## src/rtl/multicycle_controller_if.sv

```systemverilog
// Control/status bundle between the multi-cycle controller (master) and the
// IR/PC/memory datapath (slave).
interface multicycle_controller_if #(
   parameter int CNT_W = 32
);
   logic [31:0]      inst;
   logic             zero;
   logic             mem_ready;
   logic             mem_read;
   logic             mem_write;
   logic             iord;
   logic             ir_write;
   logic             pc_write;
   logic [1:0]       pc_src;
   logic             alu_src;
   logic [1:0]       alu_op;
   logic             reg_write;
   logic             mem_to_reg;
   logic             link_sel;
   logic [2:0]       state;
   logic             illegal;
   logic             timeout_err;
   logic [CNT_W-1:0] instret;

   modport master (
      input  inst, zero, mem_ready,
      output mem_read, mem_write, iord, ir_write, pc_write, pc_src,
             alu_src, alu_op, reg_write, mem_to_reg, link_sel,
             state, illegal, timeout_err, instret
   );

   modport slave (
      output inst, zero, mem_ready,
      input  mem_read, mem_write, iord, ir_write, pc_write, pc_src,
             alu_src, alu_op, reg_write, mem_to_reg, link_sel,
             state, illegal, timeout_err, instret
   );
endinterface

```

## src/rtl/multicycle_controller.sv

```systemverilog
// Multi-cycle RV32-subset control FSM with memory-wait timeout and instret counter.
// Optional macro CTRL_JAL_EN adds jal (link write-back, pc_src=10).
module multicycle_controller #(
   parameter int MEM_WAIT_MAX = 15,
   parameter int CNT_W        = 32
) (
   input  logic                   clk,
   input  logic                   rst_n,
   multicycle_controller_if.master bus
);
   // state   | meaning
   // FETCH   | read instruction at PC, load IR and PC+4 on mem_ready
   // DECODE  | classify opcode, trap illegal
   // EXEC    | ALU operation; beq resolves and retires here
   // MEM     | data access for lw/sw, wait on mem_ready
   // WB      | register write-back, retire
   // HALT    | trap, absorbing until reset
   typedef enum logic [2:0] {
      S_FETCH  = 3'd0,
      S_DECODE = 3'd1,
      S_EXEC   = 3'd2,
      S_MEM    = 3'd3,
      S_WB     = 3'd4,
      S_HALT   = 3'd5
   } state_t;

   typedef enum logic [2:0] {
      C_NONE, C_BEQ, C_LW, C_SW, C_R, C_I, C_JAL
   } class_t;

   localparam logic [6:0] OP_BEQ = 7'b1100011;
   localparam logic [6:0] OP_LW  = 7'b0000011;
   localparam logic [6:0] OP_SW  = 7'b0100011;
   localparam logic [6:0] OP_R   = 7'b0110011;
   localparam logic [6:0] OP_I   = 7'b0010011;
`ifdef CTRL_JAL_EN
   localparam logic [6:0] OP_JAL = 7'b1101111;
`endif

   localparam int                WAIT_W   = (MEM_WAIT_MAX > 0) ? $clog2(MEM_WAIT_MAX + 1) : 1;
   localparam logic [WAIT_W-1:0] WAIT_MAX = WAIT_W'(MEM_WAIT_MAX);

   state_t             state_q, state_d;
   class_t             class_q, class_d;
   class_t             dec_class;
   logic [WAIT_W-1:0]  wait_q, wait_d;
   logic               illegal_q, illegal_d;
   logic               timeout_q, timeout_d;
   logic [CNT_W-1:0]   instret_q;
   logic               retire;
   logic               timeout_hit;

   logic               mem_read_c, mem_write_c, ir_write_c, pc_write_c, reg_write_c;
   logic               iord_c, pc_branch_c, alu_src_c, mem_to_reg_c;
   logic [1:0]         alu_op_c;
`ifdef CTRL_JAL_EN
   logic               pc_jump_c, link_sel_c;
`endif

   logic               unused_inst_bits;
   assign unused_inst_bits = ^bus.inst[31:7];

   always_comb begin
      dec_class = C_NONE;
      case (bus.inst[6:0])
         OP_BEQ:  dec_class = C_BEQ;
         OP_LW:   dec_class = C_LW;
         OP_SW:   dec_class = C_SW;
         OP_R:    dec_class = C_R;
         OP_I:    dec_class = C_I;
`ifdef CTRL_JAL_EN
         OP_JAL:  dec_class = C_JAL;
`endif
         default: dec_class = C_NONE;
      endcase
   end

   // Only reached while waiting (mem_ready low); a completion in the same cycle takes priority.
   assign timeout_hit = (MEM_WAIT_MAX != 0) && (wait_q == WAIT_MAX) && !bus.mem_ready;

   always_comb begin
      state_d      = state_q;
      class_d      = class_q;
      wait_d       = '0;
      illegal_d    = illegal_q;
      timeout_d    = timeout_q;
      retire       = 1'b0;
      mem_read_c   = 1'b0;
      mem_write_c  = 1'b0;
      ir_write_c   = 1'b0;
      pc_write_c   = 1'b0;
      reg_write_c  = 1'b0;
      iord_c       = 1'b0;
      pc_branch_c  = 1'b0;
      alu_src_c    = 1'b0;
      alu_op_c     = 2'b00;
      mem_to_reg_c = 1'b0;
`ifdef CTRL_JAL_EN
      pc_jump_c    = 1'b0;
      link_sel_c   = 1'b0;
`endif
      case (state_q)
         S_FETCH: begin
            mem_read_c = 1'b1;
            if (bus.mem_ready) begin
               ir_write_c = 1'b1;
               pc_write_c = 1'b1;
               state_d    = S_DECODE;
            end else if (timeout_hit) begin
               timeout_d = 1'b1;
               state_d   = S_HALT;
            end else begin
               wait_d = wait_q + 1'b1;
            end
         end
         S_DECODE: begin
            class_d = dec_class;
            if (dec_class == C_NONE) begin
               illegal_d = 1'b1;
               state_d   = S_HALT;
            end else begin
               state_d = S_EXEC;
            end
         end
         S_EXEC: begin
            case (class_q)
               C_BEQ: begin
                  alu_op_c    = 2'b01;
                  pc_branch_c = 1'b1;
                  pc_write_c  = bus.zero;
                  retire      = 1'b1;
                  state_d     = S_FETCH;
               end
               C_LW, C_SW: begin
                  alu_src_c = 1'b1;
                  state_d   = S_MEM;
               end
               C_R: begin
                  alu_op_c = 2'b10;
                  state_d  = S_WB;
               end
               C_I: begin
                  alu_op_c  = 2'b10;
                  alu_src_c = 1'b1;
                  state_d   = S_WB;
               end
`ifdef CTRL_JAL_EN
               C_JAL: begin
                  pc_write_c = 1'b1;
                  pc_jump_c  = 1'b1;
                  state_d    = S_WB;
               end
`endif
               default: begin
                  illegal_d = 1'b1;
                  state_d   = S_HALT;
               end
            endcase
         end
         S_MEM: begin
            iord_c      = 1'b1;
            mem_read_c  = (class_q == C_LW);
            mem_write_c = (class_q == C_SW);
            if (bus.mem_ready) begin
               if (class_q == C_LW) begin
                  state_d = S_WB;
               end else begin
                  retire  = 1'b1;
                  state_d = S_FETCH;
               end
            end else if (timeout_hit) begin
               timeout_d = 1'b1;
               state_d   = S_HALT;
            end else begin
               wait_d = wait_q + 1'b1;
            end
         end
         S_WB: begin
            reg_write_c  = 1'b1;
            mem_to_reg_c = (class_q == C_LW);
`ifdef CTRL_JAL_EN
            link_sel_c   = (class_q == C_JAL);
`endif
            retire       = 1'b1;
            state_d      = S_FETCH;
         end
         S_HALT: begin
            state_d = S_HALT;
         end
         default: begin
            state_d = S_FETCH;
         end
      endcase
   end

   always_ff @(posedge clk or negedge rst_n) begin
      if (!rst_n) begin
         state_q   <= S_FETCH;
         class_q   <= C_NONE;
         wait_q    <= '0;
         illegal_q <= 1'b0;
         timeout_q <= 1'b0;
         instret_q <= '0;
      end else begin
         state_q   <= state_d;
         class_q   <= class_d;
         wait_q    <= wait_d;
         illegal_q <= illegal_d;
         timeout_q <= timeout_d;
         if (retire) begin
            instret_q <= instret_q + CNT_W'(1);
         end
      end
   end

   // Strobes are held off while reset is asserted, even though state_q already reads FETCH.
   assign bus.mem_read    = mem_read_c  & rst_n;
   assign bus.mem_write   = mem_write_c & rst_n;
   assign bus.ir_write    = ir_write_c  & rst_n;
   assign bus.pc_write    = pc_write_c  & rst_n;
   assign bus.reg_write   = reg_write_c & rst_n;
   assign bus.iord        = iord_c;
   assign bus.pc_src[0]   = pc_branch_c;
   assign bus.alu_src     = alu_src_c;
   assign bus.alu_op      = alu_op_c;
   assign bus.mem_to_reg  = mem_to_reg_c;
`ifdef CTRL_JAL_EN
   assign bus.pc_src[1]   = pc_jump_c;
   assign bus.link_sel    = link_sel_c;
`else
   assign bus.pc_src[1]   = 1'b0;
   assign bus.link_sel    = 1'b0;
`endif
   assign bus.state       = state_q;
   assign bus.illegal     = illegal_q;
   assign bus.timeout_err = timeout_q;
   assign bus.instret     = instret_q;
endmodule
```

## src/flat_wrapper.sv

```systemverilog
// flat-port wrapper written by rule: the top's interface ports become plain ports
module multicycle_controller_flat 
#(
   parameter int MEM_WAIT_MAX = 15,
   parameter int CNT_W        = 32
)
  (clk, rst_n, bus_inst, bus_zero, bus_mem_ready, bus_mem_read, bus_mem_write, bus_iord, bus_ir_write, bus_pc_write, bus_pc_src, bus_alu_src, bus_alu_op, bus_reg_write, bus_mem_to_reg, bus_link_sel, bus_state, bus_illegal, bus_timeout_err, bus_instret);
  multicycle_controller_if #(.CNT_W(CNT_W)) bus_i ();
  input  logic clk;
  input  logic rst_n;
  input wire logic [$bits(bus_i.inst)-1:0] bus_inst;
  input wire logic [$bits(bus_i.zero)-1:0] bus_zero;
  input wire logic [$bits(bus_i.mem_ready)-1:0] bus_mem_ready;
  output wire logic [$bits(bus_i.mem_read)-1:0] bus_mem_read;
  output wire logic [$bits(bus_i.mem_write)-1:0] bus_mem_write;
  output wire logic [$bits(bus_i.iord)-1:0] bus_iord;
  output wire logic [$bits(bus_i.ir_write)-1:0] bus_ir_write;
  output wire logic [$bits(bus_i.pc_write)-1:0] bus_pc_write;
  output wire logic [$bits(bus_i.pc_src)-1:0] bus_pc_src;
  output wire logic [$bits(bus_i.alu_src)-1:0] bus_alu_src;
  output wire logic [$bits(bus_i.alu_op)-1:0] bus_alu_op;
  output wire logic [$bits(bus_i.reg_write)-1:0] bus_reg_write;
  output wire logic [$bits(bus_i.mem_to_reg)-1:0] bus_mem_to_reg;
  output wire logic [$bits(bus_i.link_sel)-1:0] bus_link_sel;
  output wire logic [$bits(bus_i.state)-1:0] bus_state;
  output wire logic [$bits(bus_i.illegal)-1:0] bus_illegal;
  output wire logic [$bits(bus_i.timeout_err)-1:0] bus_timeout_err;
  output wire logic [$bits(bus_i.instret)-1:0] bus_instret;
  assign bus_i.inst = bus_inst;
  assign bus_i.zero = bus_zero;
  assign bus_i.mem_ready = bus_mem_ready;
  assign bus_mem_read = bus_i.mem_read;
  assign bus_mem_write = bus_i.mem_write;
  assign bus_iord = bus_i.iord;
  assign bus_ir_write = bus_i.ir_write;
  assign bus_pc_write = bus_i.pc_write;
  assign bus_pc_src = bus_i.pc_src;
  assign bus_alu_src = bus_i.alu_src;
  assign bus_alu_op = bus_i.alu_op;
  assign bus_reg_write = bus_i.reg_write;
  assign bus_mem_to_reg = bus_i.mem_to_reg;
  assign bus_link_sel = bus_i.link_sel;
  assign bus_state = bus_i.state;
  assign bus_illegal = bus_i.illegal;
  assign bus_timeout_err = bus_i.timeout_err;
  assign bus_instret = bus_i.instret;
  multicycle_controller #(.MEM_WAIT_MAX(MEM_WAIT_MAX), .CNT_W(CNT_W)) u_core (.clk(clk), .rst_n(rst_n), .bus(bus_i));
endmodule
```

## config.mk

```make
export PLATFORM = sky130hd
export DESIGN_NAME = multicycle_controller_flat
export DESIGN_NICKNAME = d
export VERILOG_FILES = /design/src/rtl/multicycle_controller_if.sv /design/src/rtl/multicycle_controller.sv /design/src/flat_wrapper.sv
export SDC_FILE = /design/constraint.sdc
export NUM_CORES = 1
export LEC_CHECK = 0
export CORE_ASPECT_RATIO = 1.5
export CORE_MARGIN = 3
export CORE_UTILIZATION = 47
export DETAILED_ROUTE_END_ITERATION = 16
export PLACE_DENSITY = 0.89
export SKIP_LAST_GASP = 1
export SLEW_MARGIN = 25
export SYNTH_ARGS = -nofsm -noshare
export SYNTH_HDL_FRONTEND = slang
export SYNTH_SLANG_ARGS = --single-unit
```

## constraint.sdc

```tcl
create_clock -name clk -period 3.4 [get_ports clk]
set_input_delay 0.85 -clock clk [delete_from_list [all_inputs] [get_ports clk]]
set_output_delay 0.85 -clock clk [all_outputs]
set_load 0.01 [all_outputs]
```

-- Word level (Yosys, flattened, before mapping)
Index checks and enable logic that the tools add are counted.
- bits in registers: 44
- bits of input ports: 36
- output and inout bits: 50
- logic and storage cells: 76
- eq/ne operators: 18
- reduce and logical (&&, ||, !) cells: 12
- add/subtract/negate cells: 2
- bitwise gates (word level): 6
- muxes and demuxes: 32
- operators with widths (cell ; count):
    $add 32x1->32 const B ; 1
    $pmux 3 s5 ; 2
    $mux 1 ; 15
    $mux 3 ; 5
    $eq 7x6->1 const B ; 2
    $eq 3x2->1 const B ; 4
    $eq 3x3->1 const B ; 4
    $mux 4 ; 3
    $pmux 3 s3 ; 1
    $eq 7x2->1 const B ; 1
    $eq 7x5->1 const B ; 1
    $eq 7x7->1 const B ; 1
    $eq 3x1->1 const B ; 2
    $logic_not 3->1 ; 2
    $pmux 1 s2 ; 3
    $reduce_and 3->1 ; 2
    $reduce_or 2->1 ; 3
    $and 1x1->1 ; 5
    $reduce_or 5->1 ; 1
    $add 4x1->4 const B ; 1
    $eq 4x4->1 const B ; 1
    $pmux 2 s2 ; 1
    $pmux 1 s3 ; 1
    $reduce_or 3->1 ; 1
    7 further kinds ; 7

-- Depth between registers and ports, before layout
Gate-level depths: netlist of the first run.
- depth in word-level cells: 5
- gate-level depth with buffers: 7
- gate-level depth less buffers: 6

-- Worst setup path before layout of the first run
No wires, ideal clock.
- path kind: register -> output
- start: register u_core.state_q[2] (netlist: u_core.bus.state[2])
- end: output port bus_pc_write
- required time: 2.550 ns
- cell stages (with the launch flop): 6
- slack: 1.020 ns
- data arrival time: 1.530 ns
- path buffers: 2
- path through: dfrtp_1 -> buf_6 -> or3b_1 -> buf_6 -> nor2_1 -> a41o_1
- longest elaborated chain between the ends: 3
- elaborated cells between the ends (all ways): 4
- those cells by class: eq/ne (1); mux (1); bitwise (1); reduce/logical (1)
- RTL lines (element ; line ; text):
    from (decl) ; multicycle_controller.sv:43 ; state_t state_q, state_d;
    from (signal assigned) ; multicycle_controller.sv:205 ; state_q <= state_d;
    $eq 3x2->1 / $logic_not 3->1 (equally long branches) ; multicycle_controller.sv:102 ; case (state_q)
    $pmux 1 s2 (*) ; multicycle_controller.sv:102 ;
    $and 1x1->1 (*) ; multicycle_controller.sv:220 ; assign bus.pc_write = pc_write_c & rst_n;
    to (decl) ; flat_wrapper.sv:18 ; output wire logic [$bits(bus_i.pc_write)-1:0] bus_pc_write;
Mark *: on every way between the ends. The rest lies on a longest branch, timed or not.

-- Final worst setup path of the first run
- start: register u_core.state_q[0] (netlist: u_core.bus.state[0])
- end: output port bus_pc_write
The elaborated chain is that of the path after synthesis.

==> metrics, run 1 <==
status=complete, no violations; routed vias=1,933; Starting Density=0.487; Area growth syn-to-layout=30.1%; register area=0.00110 mm²; pin count of the biggest net entering global routing=33; initial drt markers=119; Fin Clk Skew=6.06 ps; row count=31; Synth Cell Area=0.00236 mm²; TritonCTS clock tree=done; Post-CTS Hold Fix Bufs=0; core region area=0.00485 mm²; Max clock buf depth=2; Filler Cell Count=392; Setup violations, final=0; ys async rst share=1.00; Worst setup EP type=output pin; CP startpoint=u_core.bus.state[0]; Area contributors post-synth=dfrtp_1 (47%), xnor2_1 (7.0%), xor2_1 (5.2%); antenna violations before repair=0; Syn Inst Count=239; fin area=0.00307 mm²; port bufs=58; setup slack after layout=249 ps; Arrival @ worst endpoint=2300 ps; CTS root buffer=clkbuf_8; drt pass-1 iters=6; R2R depth=5; final net count=336; CTS-repair resized insts=0; Min Hold Slack=483 ps; IO Pins=86; clk slew on worst S/H paths=90 ps; r2r endpoint=u_core.bus.instret[26]; combinational family with the most area after synthesis=simple AND/OR/NAND/NOR gates; Die Span Y=92.8 µm; diode count=0; antenna-violating nets left=0; Area after DPL=0.00298 mm²; Num CTS Buffers=5; Hold Violations, Final=0; EDFF count, synth=0; FMAX=317 MHz; Max-Cap Viols=0; top-area cell type share of the netlist area=0.466; Setup TNS=0 ps; Pleak=1.28 nW; final WL=5250 µm; drc violations=0; Power Density=431 mW/mm²; post-synthesis adder-cell area fraction=0.0106; RD Place Congestion=0.887; Tcrit/Tclk final=0.927; clk_lat worst skew=300 ps; XOR/XNOR share of the synthesized area=0.122; Synth Area in Simple Gates=0.253; critical path launch point type=register; HP Class=reg -> reg; area of the multi-input gates=0.00116 mm²; Main synth FF type=dfrtp_1; RSZ-0062 raised after global routing=no; Synth warnings=0; worst path required time=2550 ps; Setup Crit Path Kind=reg -> out; Post-CTS Setup Bufs=0; Worst R2R Start=u_core.bus.state[0]; first-pass GRT wire length=9200 µm; clock sinks=44; WL/cell=14.4 µm; critical path fanouts, max=12; Util after Layout=0.634; GRT Util Overall=0.195; Congestion Overflow GR=0; multiplexer area fraction after synthesis=0; R2R Setup Slk=1170 ps; vias per cell=5.30; minimum clock period=3150 ps; post-synthesis register bit count=44; htree depth=2; Setup crit end=bus_pc_write; dpl ws=284 ps; Die W=63.9 µm; Post-DP HPWL=4060 µm; Synth area leader=dfrtp_1; VDD IR max=0.344 mV; share of cells above drive strength 1=0.0803; Synth Area in Compound Gates=0.103; vias in the first global route=2,055; part of the Yosys area used for sequential elements=0.466; Mean Syn Cell Area=9.88 µm²; Final Slew Violations=0; post-synthesis cell type count=47; die area=0.00593 mm²
-- flip-flops by register name, summed over array words and instances (netlist names) --
register,count
u_core.bus.instret,32
u_core.wait_q,4
u_core.class_q,3
u_core.bus.timeout_err,1
u_core.bus.state,3
u_core.bus.illegal,1
-- report_power, final --
group / total (mW) / internal (mW) / switching [mW]
clock network: 0.334 / 0.145 / 0.188
logic: 0.339 / 0.170 / 0.169
registers: 0.651 / 0.570 / 0.0807
total: 1.32 / 0.886 / 0.437
-- critical path: stages (launching register included) --
cell	delay, ps
dfrtp_1	500
or3b_1	530
nor2_1	240
a41o_1	190
clkdlybuf4s50_1	530
-- cell usage in the layout (no fill, tap or decap), types with 2 or more instances in the layout --
cell and count:
nand4_1 6, nor3_1 12, or3b_2 3, or4_1 2, ha_1 2, a21oi_1 6
a21o_1 2, buf_4 4, clkdlybuf4s50_1 57, nor4_2 2, clkbuf_8 5, nor2b_1 4
nand2_1 20, o21ai_2 2, nand2b_1 3, nand3_1 18, inv_1 7, dfrtp_1 44
and4_1 2, clkinvlp_4 2, a31oi_1 2, or3_1 2, nor2_1 23, xor2_1 14
or2_1 2, conb_1 2, xnor2_1 19, a2111oi_4 2, and3_1 5, o21ai_0 6
-- metrics by stage --
stage                     power (mW)  std cells
after global placement         0.992        357
after floorplan                0.851        240
after CTS                       1.33        365
after detailed placement        1.00        357
after global routing            1.40        365
final                           1.32        365
-- synthesized netlist by cell type (5+ instances only) --
library cell and instances:
dfrtp_1 44, nand4_1 6, xor2_1 14, and3_1 5, o21ai_0 6, nand2_1 20, nand3_1 18, nor3_1 12
a21oi_1 6, inv_1 7, nor2_1 23, xnor2_1 19
-- cell families (layout without fill, tap and decap cells) --
| logic type | count (synthesis) | after routing |
|---|---|---|
| AO/OA/AOI/OAI | 29 | 29 |
| adder cells (fa/ha/maj) | 2 | 2 |
| other | 1 | 2 |
| AND/OR/NAND/NOR | 112 | 112 |
| flip-flops | 44 | 44 |
| XOR/XNOR | 33 | 33 |
| buffers and inverters | 18 | 77 |
-- how the worst min path moves through the flow --
stage | endpoint | startpoint | cells after the start | slack (ps)
6_report | u_core.bus.illegal | u_core.bus.illegal | 1 | 480
4_1_cts | u_core.bus.illegal | u_core.bus.illegal | 1 | 480
3_3_place_gp | u_core.wait_q[0] | u_core.wait_q[0] | 1 | 460
2_1_floorplan | u_core.wait_q[0] | u_core.wait_q[0] | 1 | 440
5_1_grt | u_core.bus.instret[31] | u_core.bus.instret[31] | 1 | 500
3_5_place_dp | u_core.bus.illegal | u_core.bus.illegal | 1 | 460
-- area by class of cell --
class	instances	share of cell area
Tap cell	66	0.0269
Sequential cell	44	0.358
Multi-Input combinational cell	178	0.379
Inverter	7	0.00855
Timing Repair Buffer	62	0.197
Clock buffer	5	0.0224
Clock inverter	3	0.00774
-- per-layer routing --
metal / vias to the layer above / share of wire / GRT usage
li1: 948 / - / -
met3: 8 / 0.035 / 0.0376
met2: 47 / 0.57 / 0.362
met1: 930 / 0.38 / 0.214
met5: - / 0 / 0
met4: 0 / 0.017 / 0.0757
Note: power is estimated with default switching activity, not from simulation.
==> inputs of run 2 (changes only) <==
--- a/config.mk
+++ b/config.mk
@@ -5,6 +5,7 @@
 export SDC_FILE = /design/constraint.sdc
 export NUM_CORES = 1
 export LEC_CHECK = 0
+export ABC_CLOCK_PERIOD_IN_PS = 3400
 export CORE_ASPECT_RATIO = 1.5
 export CORE_MARGIN = 3
 export CORE_UTILIZATION = 47
==> results of run 2 <==
Final layout, timing and power as in run 1 (identical DEF).
==> inputs of run 3 (changes only) <==
--- a/config.mk
+++ b/config.mk
@@ -6,7 +6,7 @@
 export NUM_CORES = 1
 export LEC_CHECK = 0
 export ABC_CLOCK_PERIOD_IN_PS = 3400
-export CORE_ASPECT_RATIO = 1.5
+export CORE_ASPECT_RATIO = 0.75
 export CORE_MARGIN = 3
 export CORE_UTILIZATION = 47
 export DETAILED_ROUTE_END_ITERATION = 16
==> run 3 against run 2 <==
Compared with the run above:
- combinational power up 6.8%
- largest power group unchanged
- final area down 0.57%
- largest cell class unchanged
- first-iteration DRC count up 34%
==> metrics, run 3 (synthesis gave the netlist of run 1 again) <==
Arrival @ worst endpoint=2390 ps; WL/cell=15.9 µm; port bufs=58; Hold Violations, Final=0; most frequent cells in the layout=clkdlybuf4s50_1 (57), dfrtp_1 (44), nor2_1 (23), nand2_1 (20), xnor2_1 (19); CTS root buffer=clkbuf_8; Total Power=1.35 mW; Setup violations, final=0; Congestion Overflow GR=0; clock share of power=0.253; VDD IR max=0.394 mV; final net count=335; GRT Util Overall=0.209; Setup Crit Path Kind=reg -> out; clk slew on worst S/H paths=80 ps; Max-Cap Viols=0; Slew @ Worst Pin=518 ps; Pleak=1.28 nW; final WL=5650 µm; Die Span Y=67.4 µm; IO Pins=86; Reg power frac=0.479; drc violations=0; Setup TNS=0 ps; Power Density=442 mW/mm²; Sw Share=0.326; CTS-repair resized insts=0; drt pass-1 iters=4; Max clock buf depth=2; diode count=0; worst path required time=2550 ps; Min Hold Slack=396 ps; core region area=0.00465 mm²; Starting Density=0.508; Post-CTS Hold Fix Bufs=0; R2R depth=5; row count=21; FMAX=309 MHz; critical path fanouts, max=13; slew margin rel.=0.655; Die W=87.8 µm; pin count of the biggest net entering global routing=40; routed vias=2,009; Fin Clk Skew=8.37 ps; Area growth syn-to-layout=29.4%; Placed Cells=347; die area=0.00592 mm²; Final Slew Violations=0; Tcrit/Tclk final=0.952; clk_lat worst skew=300 ps; first-pass GRT wire length=9600 µm; RSZ-0062 raised after global routing=no; Num CTS Buffers=5; HP Class=in -> async; status=complete, no violations; Sw Pwr=440 µW; TritonCTS clock tree=done; RD Place Congestion=0.840; Post-CTS Setup Bufs=0; Int Power=910 µW; initial drt markers=160; antenna violations before repair=0; most common cell after layout, fill and taps aside=clkdlybuf4s50_1; vias in the first global route=1,975; Worst setup EP type=output pin; clock sinks=44; antenna-violating nets left=0; minimum clock period=3240 ps; Post-DP HPWL=4260 µm; final cell count without fillers=355; vias per cell=5.66; max reg flops=32; Util after Layout=0.657; critical path launch point type=register; share of cells above drive strength 1=0.0738; Logic pwr share=0.268; htree depth=2
==> run 3: cell type report <==
| class | count | area [µm²] |
|---|---|---|
| Inverter | 7 | 26.3 |
| Fill cell | 364 | 1600 |
| Sequential cell | 44 | 1100 |
| Clock buffer | 7 | 86.3 |
| Multi-Input combinational cell | 178 | 1160 |
| Timing Repair Buffer | 61 | 598 |
| Clock inverter | 1 | 7.51 |
| Tap cell | 57 | 71.3 |
==> run 3: critical path, cell delays in order (launching register included) <==
cell and delay (ps):
dfrtp_1 580, or3b_1 540, nor2_1 250, a41o_1 190, clkdlybuf4s50_1 530
==> run 3: power by group through the flow <==
stage	Clock [mW]	Sequential (mW)	Combinational [mW]
after floorplan	0	0.645	0.206
after global placement	0	0.649	0.351
after detailed placement	0	0.655	0.361
after CTS	0.347	0.646	0.363
after global routing	0.367	0.661	0.398
final	0.342	0.646	0.362
==> run 3: path summary, 6_finish.rpt <==
kind                                          end                start  slack [ps]
min                             u_core.class_q[2]                rst_n         400
min reg2reg                    u_core.bus.illegal   u_core.bus.illegal         470
max reg2reg                u_core.bus.instret[20]  u_core.bus.state[1]        1030
min in group clk               u_core.bus.illegal   u_core.bus.illegal         470
max in group asynchronous  u_core.bus.timeout_err                rst_n        2270
max                                  bus_pc_write  u_core.bus.state[1]         160
==> run 3: through the flow <==
stage	worst slack, ps	cell area (µm²)
6_report	165	3050
5_1_grt	102	3050
3_3_place_gp	289	2960
3_5_place_dp	261	2960
4_1_cts	177	3050
2_1_floorplan	1020	2360
==> run 3: routing by layer <==
metal	wire length (µm)	track usage
met3	320	0.0329
met4	82	0.0632
met5	0	0
met1	2680	0.289
met2	2570	0.339
